===== config.mk =====
export PLATFORM = sky130hd
export DESIGN_NAME = ptw_sv39
export DESIGN_NICKNAME = d
export VERILOG_FILES = /design/src/rtl/ptw_sv39_pkg.sv /design/src/rtl/ptw_sv39_pte_decode.sv /design/src/rtl/ptw_sv39.sv
export SDC_FILE = /design/constraint.sdc
export NUM_CORES = 1
export LEC_CHECK = 0
export ABC_AREA = 1
export BUFFER_PORTS_ARGS = -buffer_cell sky130_fd_sc_hd__buf_4
export CORE_ASPECT_RATIO = 1.25
export CORE_MARGIN = 4
export CORE_UTILIZATION = 50
export DETAILED_ROUTE_END_ITERATION = 10
export PLACE_DENSITY = 0.79
export SYNTH_ARGS = -nofsm -noshare
export SYNTH_HDL_FRONTEND = slang
export SYNTH_HIERARCHICAL = 1
export SYNTH_SLANG_ARGS = --single-unit

===== constraint.sdc =====
create_clock -name clk -period 2.4 [get_ports clk]
set_input_delay 0.24 -clock clk [delete_from_list [all_inputs] [get_ports clk]]
set_output_delay 0.24 -clock clk [all_outputs]
set_load 0.02 [all_outputs]

===== src/rtl/ptw_sv39_pkg.sv =====
// Shared types and constants for the Sv39 page-table walker.
package ptw_sv39_pkg;

    localparam int unsigned PAGE_SHIFT = 12;
    localparam int unsigned PTE_SHIFT  = 3;
    localparam logic [3:0]  SV39_MODE  = 4'd8;
    localparam int unsigned VPN_BITS   = 9;

    typedef enum logic [2:0] {
        StIdle,
        StReq,
        StWait,
        StResp,
        StDrain
    } ptw_state_e;

    typedef struct packed {
        logic        id;
        logic [63:0] pte;
        logic [1:0]  level;
        logic        fault;
    } ptw_resp_t;

endpackage


===== src/rtl/ptw_sv39_pte_decode.sv =====
// Field extraction and structural checks for one Sv39 PTE at a given walk level.
module ptw_sv39_pte_decode (
    input  logic [63:0] pte,
    input  logic [1:0]  level,
    output logic [43:0] ppn,
    output logic        leaf,
    output logic        invalid,
    output logic        misaligned,
    output logic        a_bit
);

    logic unused_pte;

    assign ppn        = pte[53:10];
    assign leaf       = pte[1] | pte[3];
    // Write-only encodings are reserved.
    assign invalid    = ~pte[0] | (~pte[1] & pte[2]);
    assign a_bit      = pte[6];
    assign unused_pte = ^{pte[63:54], pte[9:7], pte[5:4]};

    always_comb begin
        case (level)
            2'd2:    misaligned = |ppn[17:0];
            2'd1:    misaligned = |ppn[8:0];
            default: misaligned = 1'b0;
        endcase
    end

endmodule


===== src/rtl/ptw_sv39.sv =====
// Sv39 page-table walker with round-robin I-TLB/D-TLB arbitration.
// Optional PTW_AD_CHECK_EN: leaves with A = 0 are reported as page faults.
module ptw_sv39
    import ptw_sv39_pkg::*;
#(
    parameter int unsigned LEVELS   = 3,
    parameter int unsigned PA_WIDTH = 56
) (
    input  logic                clk,
    input  logic                rstn,
    input  logic [63:0]         satp,
    input  logic                flush,
    input  logic                itlb_req_valid,
    output logic                itlb_req_ready,
    input  logic [26:0]         itlb_req_vpn,
    input  logic                dtlb_req_valid,
    output logic                dtlb_req_ready,
    input  logic [26:0]         dtlb_req_vpn,
    output logic                resp_valid,
    output logic                resp_id,
    output logic [63:0]         resp_pte,
    output logic [1:0]          resp_level,
    output logic                resp_fault,
    output logic                mem_req_valid,
    input  logic                mem_req_ready,
    output logic [PA_WIDTH-1:0] mem_addr,
    input  logic                mem_resp_valid,
    input  logic [63:0]         mem_rdata
);

    localparam logic [1:0] TOP_LEVEL = 2'(LEVELS - 1);

    ptw_state_e  state_q, state_d;
    logic [43:0] cur_ppn_q, cur_ppn_d;
    logic [26:0] vpn_q, vpn_d;
    logic [1:0]  level_q, level_d;
    logic        rr_last_q, rr_last_d;
    ptw_resp_t   resp_q, resp_d;

    logic [43:0] pte_ppn;
    logic        pte_leaf, pte_invalid, pte_misaligned, pte_a;
    logic        ad_fault, pte_fault;
    logic        grant_i, grant_d;
    logic [8:0]  vpn_sel;
    logic        unused_satp;

    assign unused_satp = ^satp[59:44];

    ptw_sv39_pte_decode u_pte_decode (
        .pte        (mem_rdata),
        .level      (level_q),
        .ppn        (pte_ppn),
        .leaf       (pte_leaf),
        .invalid    (pte_invalid),
        .misaligned (pte_misaligned),
        .a_bit      (pte_a)
    );

`ifdef PTW_AD_CHECK_EN
    assign ad_fault = ~pte_a;
`else
    logic unused_a;
    assign unused_a = pte_a;
    assign ad_fault = 1'b0;
`endif

    assign pte_fault = pte_invalid | (pte_leaf & (pte_misaligned | ad_fault)) |
                       (~pte_leaf & (level_q == 2'd0));

    // rr_last_q = 1 means the D-TLB was granted last, so the I-TLB wins a tie.
    assign grant_i = itlb_req_valid & (~dtlb_req_valid | rr_last_q);
    assign grant_d = dtlb_req_valid & (~itlb_req_valid | ~rr_last_q);

    always_comb begin
        case (level_q)
            2'd2:    vpn_sel = vpn_q[26:18];
            2'd1:    vpn_sel = vpn_q[17:9];
            default: vpn_sel = vpn_q[8:0];
        endcase
    end

    always_comb begin
        state_d        = state_q;
        cur_ppn_d      = cur_ppn_q;
        vpn_d          = vpn_q;
        level_d        = level_q;
        rr_last_d      = rr_last_q;
        resp_d         = resp_q;
        itlb_req_ready = 1'b0;
        dtlb_req_ready = 1'b0;
        mem_req_valid  = 1'b0;
        mem_addr       = '0;
        resp_valid     = 1'b0;
        resp_id        = 1'b0;
        resp_pte       = '0;
        resp_level     = '0;
        resp_fault     = 1'b0;

        unique case (state_q)
            StIdle: begin
                itlb_req_ready = grant_i & ~flush;
                dtlb_req_ready = grant_d & ~flush;
                if ((itlb_req_valid & itlb_req_ready) | (dtlb_req_valid & dtlb_req_ready)) begin
                    vpn_d      = dtlb_req_ready ? dtlb_req_vpn : itlb_req_vpn;
                    rr_last_d  = dtlb_req_ready;
                    cur_ppn_d  = satp[43:0];
                    level_d    = TOP_LEVEL;
                    resp_d.id  = dtlb_req_ready;
                    resp_d.pte = '0;
                    resp_d.level = TOP_LEVEL;
                    if (satp[63:60] != SV39_MODE) begin
                        resp_d.fault = 1'b1;
                        state_d      = StResp;
                    end else begin
                        resp_d.fault = 1'b0;
                        state_d      = StReq;
                    end
                end
            end
            StReq: begin
                mem_req_valid = 1'b1;
                mem_addr      = PA_WIDTH'({cur_ppn_q, {PAGE_SHIFT{1'b0}}}) +
                                PA_WIDTH'({vpn_sel, {PTE_SHIFT{1'b0}}});
                if (mem_req_ready) begin
                    state_d = flush ? StDrain : StWait;
                end else if (flush) begin
                    state_d = StIdle;
                end
            end
            StWait: begin
                if (mem_resp_valid) begin
                    if (flush) begin
                        state_d = StIdle;
                    end else if (pte_fault) begin
                        resp_d.fault = 1'b1;
                        resp_d.pte   = '0;
                        resp_d.level = level_q;
                        state_d      = StResp;
                    end else if (pte_leaf) begin
                        resp_d.pte   = mem_rdata;
                        resp_d.level = level_q;
                        state_d      = StResp;
                    end else begin
                        cur_ppn_d = pte_ppn;
                        level_d   = level_q - 2'd1;
                        state_d   = StReq;
                    end
                end else if (flush) begin
                    state_d = StDrain;
                end
            end
            StResp: begin
                resp_valid = 1'b1;
                resp_id    = resp_q.id;
                resp_pte   = resp_q.fault ? 64'd0 : resp_q.pte;
                resp_level = resp_q.level;
                resp_fault = resp_q.fault;
                state_d    = StIdle;
            end
            StDrain: begin
                if (mem_resp_valid) begin
                    state_d = StIdle;
                end
            end
            default: state_d = StIdle;
        endcase
    end

    always_ff @(posedge clk or negedge rstn) begin
        if (!rstn) begin
            state_q   <= StIdle;
            cur_ppn_q <= '0;
            vpn_q     <= '0;
            level_q   <= TOP_LEVEL;
            rr_last_q <= 1'b1;
            resp_q    <= '0;
        end else begin
            state_q   <= state_d;
            cur_ppn_q <= cur_ppn_d;
            vpn_q     <= vpn_d;
            level_q   <= level_d;
            rr_last_q <= rr_last_d;
            resp_q    <= resp_d;
        end
    end

endmodule


==> impl_metrics.toml, run 1 <==
[outcome]
status = "complete, no violations"

[sta]
maxSlewViolCount = 0
worst_slew_pin_slew_ns = 0.578
finalSetupTns_ns = 0
max-slew-margin-rel_pct = 61.5
fmax_mhz = 430
period_share_pct = 96.9
fin_skew_ns = 0.00604
hold_viol = 0
setup_viol = 0
fin_crit_ns = 2.33
grt_setup_unrepaired = "true"

[placement]
dp_hpwl_um = 18400
portBuffers = 297
place_inst = 1640
place_area_um2 = 10400
gp_congestion = 0.886

[route]
postRouteAntennaNets = 0
vias = 8580
first_iter_violations = 647
drcViolationCount = 0
routed_wl_um = 25900
wire_per_inst_um = 15.5
vias_per_cell = 5.13
dr.pass1.iters = 6

[finish]
fin_cells = 1672
finish.utilization_pct = 68.1
layout_common_cells = "nand2_1 (541), buf_4 (318), nor2_1 (157), dfrtp_1 (142), inv_1 (66)"
fillers = 1459
final_area_um2 = 11100
antennaDiodeCount = 0
area_growth_pct = 32.6
layout.cells.most_common = "nand2_1"
drive_gt1_share_pct = 25.9
final_nets = 1638

[clock_network]
root_buffer = "clkbuf_16"
h-tree-depth = 4
cts_buffer_depth = 2
clkSinkCount = 145
path_clk_slew_ns = 0.06
cts_buffers = 17
cts_setup_buffers = 0
clk_latency_ns = 0.41
tritoncts = "built"

[worst_setup_path]
required_ns = 2.16
cp_max_fo = 10
critical_path_class = "flop to primary output"
cp_data_arrival_time_ns = 2.09
worst_setup_path_start_kind = "flop"
worstSetupEndpointType = "primary output"

[global_route]
grt_start_max_net_pins = 61
grt_pass1_wl_um = 41000
overflow = 0
grtUsageTotal_pct = 27.3
grt_pass1_vias = 8280
antenna_found_initial = 0

[logic_synthesis]
synth.avg_cell_area_um2 = 6.81
synth_area_um2 = 8350
ys_warn_count = 6
syn-instance-count = 1225

[power_and_ir_drop]
power_density_nw_per_um2 = 1150
p_leak_nw = 6.05
ir_worst_vdd_mv = 0.815
p_total_mw = 12.8

[floorplanning]
die_h_um = 152
fp.dieW_um = 124
ios = 317
fp.dieArea_um2 = 18800
num_rows = 52
start_util_pct = 51.3
core_area_um2 = 16300

[worst_hold_path]
min-delay-path-class = "primary input to flop"

[flow_run]
max-cap-violations = 0
[sequential cells by signal, indices dropped and copies added (netlist names)]
name	count
state_q	3
vpn_q	27
rr_last_q	1
cur_ppn_q	44
level_q	2
resp_q	68
[final timing paths]
check / slack, ns / cells past startpoint / startpoint / to
worst min register to register: 0.47 / 2 / cur_ppn_q[35]$_DFFE_PN0P_ / cur_ppn_q[35]$_DFFE_PN0P_
max in group asynchronous: 1.29 / 3 / rstn / vpn_q[15]$_DFFE_PN0P_
worst min-delay path: 0.03 / 3 / mem_rdata[63] / resp_q[66]$_DFFE_PN0P_
worst max register to register: 0.15 / 12 / level_q[1]$_DFFE_PN1P_ / resp_q[0]$_DFFE_PN0P_
min in group asynchronous: 0.39 / 2 / rstn / resp_q[65]$_DFFE_PN0P_
worst max-delay path: 0.07 / 6 / level_q[1]$_DFFE_PN1P_ / mem_addr[8]
[timing repair]
action / in CTS / in global routing
hold buffers: 1 / 0
endpoints found under the hold margin: 56 / 0
gates resized for setup: 0 / 2
setup endpoints to repair: 0 / 7
[layout make-up]
class,instances,area (um2),area share [%]
multi-input combinational,880,3740,33.8
timing repair buffer,326,2530,22.8
tap,216,270,2.44
sequential,145,3630,32.8
clock inverter,9,156,1.41
clock buffer,22,464,4.19
inverter,74,278,2.51
[where the power goes]
part           internal [mW]  total [mW]  switching (mW)  leakage, nW
combinational           2.07        6.28            4.21         3.88
sequential              3.24        3.70           0.459         1.86
clock                   1.79        2.79            1.00        0.304
[routing by layer]
layer / up-vias / wire, um / share of wire [%] / track usage, %
li1: 4199 / - / - / -
met1: 3932 / 9950 / 38 / 32.8
met2: 381 / 12800 / 49 / 45.6
met3: 68 / 2180 / 8.4 / 7.13
met4: 0 / 992 / 3.8 / 11.6
met5: - / 0 / 0 / 0
[through the flow]
| step | hold slack (ns) | worst slack [ns] |
|---|---|---|
| floorplan | -0.0556 | 0.298 |
| global placement | 0.258 | 0.201 |
| detailed placement | 0.259 | 0.179 |
| CTS | 0.00633 | 0.0308 |
| global route | 0.0171 | -0.0238 |
| finish | 0.0285 | 0.0738 |
[critical path, stage by stage, from the launching register on]
cell	delay (ns)
dfstp_2	0.58
inv_1	0.09
ha_2	0.38
buf_4	0.17
o21ai_0	0.10
a31oi_1	0.19
buf_4	0.18
Power figures use the tool's default switching activity.
==> run 2, diff against run 1 <==
Settings changed: REMOVE_ABC_BUFFERS set to 1.
==> impl_metrics.toml, run 2 (synthesis results as in run 1) <==
[finish]
antennaDiodeCount = 0
regArea_um2 = 3630
top_register = "resp_q"
final_nets = 1642
reg.largest.list = "resp_q x68, cur_ppn_q x44, vpn_q x27"
drive_gt1_share_pct = 25.8
area_growth_pct = 33.0
multi_input_area_um2 = 3740
layout.cells.most_common = "nand2_1"
layout_common_cells = "nand2_1 (541), buf_4 (317), nor2_1 (157), dfrtp_1 (142), inv_1 (66)"
largest_register_ffs = 68
fillers = 1426

[placement]
portBuffers = 297
dp_hpwl_um = 18800
gp_congestion = 0.896
place_ws_ns = 0.261

[clock_network]
path_clk_slew_ns = 0.06
h-tree-depth = 4
root_buffer = "clkbuf_16"
clkSinkCount = 145
cts_buffer_depth = 2
cts_buffers = 17
clk_latency_ns = 0.43
tritoncts = "built"
cts_setup_buffers = 0

[route]
routed_wl_um = 26600
wire_per_inst_um = 15.9
first_iter_violations = 886
vias_per_cell = 5.20
drcViolationCount = 0
postRouteAntennaNets = 0
dr.pass1.iters = 5
vias = 8718

[floorplanning]
num_rows = 52
fp.dieArea_um2 = 18800
start_util_pct = 51.3
core_area_um2 = 16300
fp.dieW_um = 124
ios = 317
die_h_um = 152

[flow_run]
max-cap-violations = 0

[worst_setup_path]
reg2reg_from = "level_q[1]$_DFFE_PN1P_"
ff2ff_path_depth = 11
worstPathCellList = "inv_1, ha_1, or2_2, nand2_1, a21oi_1, nand2_1, nand3_1, nand2_2, buf_4, nand4_1, nand2_1"
regToRegSetupSlack_ns = 0.16
timing.critical_path.to = "cur_ppn_q[37]$_DFFE_PN0P_"
slowest_delay_ns = 0.56
worst_r2r_endpoint = "cur_ppn_q[37]$_DFFE_PN0P_"
required_ns = 2.76
crit_top_cell = "nand2_1"
worstSetupEndpointType = "flop"
cp_data_arrival_time_ns = 2.60
critical_path_class = "flop to flop"
cp_max_fo = 32
worst_setup_path_start_kind = "flop"
cp-startpoint = "level_q[1]$_DFFE_PN1P_"
critPathSlowestCell = "dfstp_2"

[sta]
fin_crit_ns = 2.24
maxSlewViolCount = 0
period_share_pct = 93.4
fmax_mhz = 446
hold_viol = 0
worst_slew_pin_slew_ns = 0.612
grt_setup_unrepaired = "false"
max-slew-margin-rel_pct = 59.2
finalSetupTns_ns = 0
final.setup.worst_slack_ns = 0.158
fin_skew_ns = 0.00892
setup_viol = 0

[global_route]
grtUsageTotal_pct = 28.2
grt_pass1_vias = 8281
grt_pass1_wl_um = 42100
antenna_found_initial = 0
overflow = 0
grt_start_max_net_pins = 64

[power_and_ir_drop]
internal_power_mw = 7.11
p_switching_mw = 5.72
swShare_pct = 44.6
combPwrFrac_pct = 49.6
power_density_nw_per_um2 = 1160
p_leak_nw = 6.06
ir_worst_vdd_mv = 0.862
power.clock.fraction_pct = 21.5
seqPwrFrac_pct = 28.8

[outcome]
status = "complete, no violations"

[worst_hold_path]
min-delay-path-class = "primary input to flop"
run 2: cell count changes in the layout (fill, tap and decap cells not counted), sizes merged:
cell,delta
dlygate4sd3,+5
buf,-1
clkbuf,-3
clkinv,+1
inv,+1
run 2: worst min path at each step:
stage	start	to	cells past startpoint
after detailed placement	rstn	resp_q[54]$_DFFE_PN0P_	1
after CTS	mem_rdata[59]	resp_q[62]$_DFFE_PN0P_	3
after floorplan	rstn	cur_ppn_q[0]$_DFFE_PN0P_	0
final	mem_rdata[59]	resp_q[62]$_DFFE_PN0P_	3
after global routing	mem_rdata[0]	resp_q[3]$_DFFE_PN0P_	3
after global placement	rstn	resp_q[54]$_DFFE_PN0P_	1
run 2: area by class of cell:
class / instances / area share [%]
flip-flops and latches: 145 / 32.7
inverters: 74 / 2.50
repair buffers: 330 / 23.2
well taps: 216 / 2.43
clock buffers: 19 / 3.99
clock inverters: 11 / 1.47
multi-input cells: 880 / 33.7
run 2: timing repair:
| action | CTS | global route |
|---|---|---|
| hold buffers | 6 | 0 |
| resized for setup | 1 | 1 |
| hold endpoints to repair | 65 | 0 |
| setup endpoints to repair | 7 | 2 |
run 2: metrics by stage:
stage / power (mW) / instance area [um2] / cells / hold WS (ns) / util (%)
5_1_grt: 13.8 / 11100 / 1675 / 0.0114 / 68.3
2_1_floorplan: 7.34 / 7610 / 1099 / -0.0556 / -
3_3_place_gp: 9.90 / 10400 / 1639 / 0.276 / 64.1
3_5_place_dp: 10.0 / 10400 / 1639 / 0.279 / 64.1
4_1_cts: 12.8 / 11100 / 1675 / 0.000351 / 68.2
6_report: 12.8 / 11100 / 1675 / 0.0181 / 68.3
run 2: power by group through the flow:
stage               Sequential [mW]  Combinational [mW]  Clock, mW
finish                         3.70                6.37       2.76
global route                   3.80                7.06       2.92
CTS                            3.70                6.33       2.81
detailed placement             3.73                6.28          0
global placement               3.70                6.20          0
floorplan                      3.64                3.69          0
run 2: worst max-delay path: cells and delay by family, from the launching register on:
kind	cells	cell delay, ns
and+or+nand+nor	7	1.01
adders and majority gates	1	0.16
buffers and inverters	2	0.39
AOI/OAI and AO/OA	1	0.06
DFF	1	0.56
run 2: layer usage:
metal | share of wire (%) | global-route usage, % | up-vias
met5 | 0 | 0 | -
met4 | 3.0 | 10.1 | 0
met3 | 9.4 | 7.98 | 56
met2 | 50 | 47.9 | 399
met1 | 38 | 33.8 | 4054
li1 | - | - | 4209
==> run 3, diff against run 2 <==
Settings changed: CORE_ASPECT_RATIO 1.25 to 0.7.
==> impl_metrics.toml, run 3 (synthesis results as in run 1) <==
[power_and_ir_drop]
seqPwrFrac_pct = 28.5
p_total_mw = 12.9
power_density_nw_per_um2 = 1170
swShare_pct = 45.3
ir_worst_vdd_mv = 0.821
power.clock.fraction_pct = 21.8
combPwrFrac_pct = 49.7
internal_power_mw = 7.06
p_switching_mw = 5.85
p_leak_nw = 6.02

[finish]
finish.utilization_pct = 67.7
top_register = "resp_q"
area_growth_pct = 32.5
drive_gt1_share_pct = 25.9
final_nets = 1637
largest_register_ffs = 68
layout_common_cells = "nand2_1 (541), buf_4 (317), nor2_1 (156), dfrtp_1 (142), inv_1 (66)"
antennaDiodeCount = 0
fillers = 1436
layout.cells.most_common = "nand2_1"
reg.largest.list = "resp_q x68, cur_ppn_q x44, vpn_q x27"

[global_route]
grtUsageTotal_pct = 28.4
overflow = 0
grt_pass1_wl_um = 42700
antenna_found_initial = 0
grt_pass1_vias = 8319
grt_start_max_net_pins = 65

[worst_setup_path]
worst_setup_path_start_kind = "flop"
critPathBufInv = 3
worstPathCellList = "buf_4, nand2_2, buf_4, nor2_1, buf_4"
cp_data_arrival_time_ns = 2.07
critical_path_class = "flop to primary output"
crit_top_cell = "buf_4"
ff2ff_path_depth = 11
cp_top_family = "buffers and inverters"
cp_max_fo = 48
critical_path_depth = 5
critPathSlowestCell = "dfrtp_2"
worstSetupEndpointType = "primary output"
slowest_delay_ns = 0.46
required_ns = 2.16

[sta]
worst_slew_pin_slew_ns = 0.608
hold_viol = 0
fmax_mhz = 432
fin_crit_ns = 2.31
setup_viol = 0
max-slew-margin-rel_pct = 59.5
period_share_pct = 96.3
fin_skew_ns = 0.0123
maxSlewViolCount = 0

[floorplanning]
start_util_pct = 51.1
fp.dieArea_um2 = 18900
num_rows = 39
core_area_um2 = 16300
die_h_um = 116
ios = 317
fp.dieW_um = 162

[route]
wire_per_inst_um = 16.1
routed_wl_um = 27000
vias = 8653
vias_per_cell = 5.15
dr.pass1.iters = 5
drcViolationCount = 0
first_iter_violations = 767
postRouteAntennaNets = 0

[placement]
dp_hpwl_um = 18300
portBuffers = 297
gp_congestion = 0.875

[clock_network]
clkSinkCount = 145
clk_latency_ns = 0.42
h-tree-depth = 4
cts_buffer_depth = 2
cts_buffers = 17
root_buffer = "clkbuf_16"
path_clk_slew_ns = 0.06
tritoncts = "built"

[worst_hold_path]
holdPathStages = 3
min-delay-path-class = "primary input to flop"

[flow_run]
max-cap-violations = 0

[outcome]
status = "complete, no violations"
-- run 3: cell count changes in the layout (fill, tap and decap cells not counted) --
| cell | before | now |
|---|---|---|
| nor2_1 | 157 | 156 |
| dlygate4sd3_1 | 6 | 1 |
| clkbuf_1 | 1 | 2 |
| nor3_2 | 1 | 0 |
| nor3_4 | 0 | 1 |
| buf_12 | 6 | 5 |
| clkinvlp_4 | 0 | 3 |
| nor2_2 | 0 | 1 |
| ha_1 | 4 | 5 |
| ha_4 | 1 | 0 |
| clkbuf_8 | 1 | 0 |
| buf_6 | 1 | 2 |
| clkinv_2 | 5 | 1 |
| inv_6 | 1 | 3 |
-- run 3: power groups by stage --
stage                     Sequential (mW)  Clock [mW]  Combinational, mW
after floorplan                      3.64           0               3.69
after global placement               3.67           0               6.24
after detailed placement             3.70           0               6.34
after CTS                            3.67        2.84               6.39
after global routing                 3.77        2.97               7.13
final                                3.68        2.82               6.42
-- run 3: stage by stage --
stage                     TNS, ns  worst slack, ns  instances  instance area (um2)  hold slack [ns]
final                           0           0.0878       1680                11100           0.0176
after global routing      -0.0335          -0.0117       1680                11100           0.0129
after global placement          0            0.267       1648                10400            0.169
after detailed placement        0            0.212       1648                10400            0.172
after CTS                       0           0.0557       1680                11000          0.00950
after floorplan           -299.21            -1.75       1099                 7610          -0.0556
-- run 3: what timing repair did --
item / in CTS / in global routing
hold endpoints to repair: 37 / 0
setup endpoints to repair: 0 / 8
hold buffers: 1 / 0
buffers inserted: 0 / 0
resized for setup: 0 / 3
-- run 3: area by class of cell --
type / instances / area, um2 / area share (%)
clock buffers: 19 / 433 / 3.91
flip-flops and latches: 145 / 3630 / 32.8
well taps: 225 / 282 / 2.55
repair buffers: 325 / 2510 / 22.7
clock inverters: 12 / 183 / 1.65
inverters: 74 / 278 / 2.51
multi-input cells: 880 / 3740 / 33.8
-- run 3: worst paths after layout --
| check | slack (ns) | to | startpoint |
|---|---|---|---|
| max reg2reg | 0.21 | cur_ppn_q[27]$_DFFE_PN0P_ | level_q[1]$_DFFE_PN1P_ |
| max in group asynchronous | 1.38 | level_q[1]$_DFFE_PN1P_ | rstn |
| min | 0.02 | resp_q[66]$_DFFE_PN0P_ | mem_rdata[63] |
| min reg2reg | 0.47 | cur_ppn_q[41]$_DFFE_PN0P_ | cur_ppn_q[41]$_DFFE_PN0P_ |
| min in group asynchronous | 0.29 | resp_q[11]$_DFFE_PN0P_ | rstn |
| max | 0.09 | resp_pte[39] | state_q[1]$_DFFE_PN0P_ |
-- run 3: metal layers --
layer | share of wire [%] | vias to the layer above | track usage, %
li1 | - | 4196 | -
met1 | 44 | 4010 | 39.9
met2 | 45 | 414 | 44.9
met3 | 9.6 | 33 | 6.98
met4 | 1.6 | 0 | 7.38
met5 | 0 | - | 0
-- run 3: worst min-delay path: stages --
cell and delay (ns):
buf_4 0.08, nand2_1 0.04, nand2_1 0.05
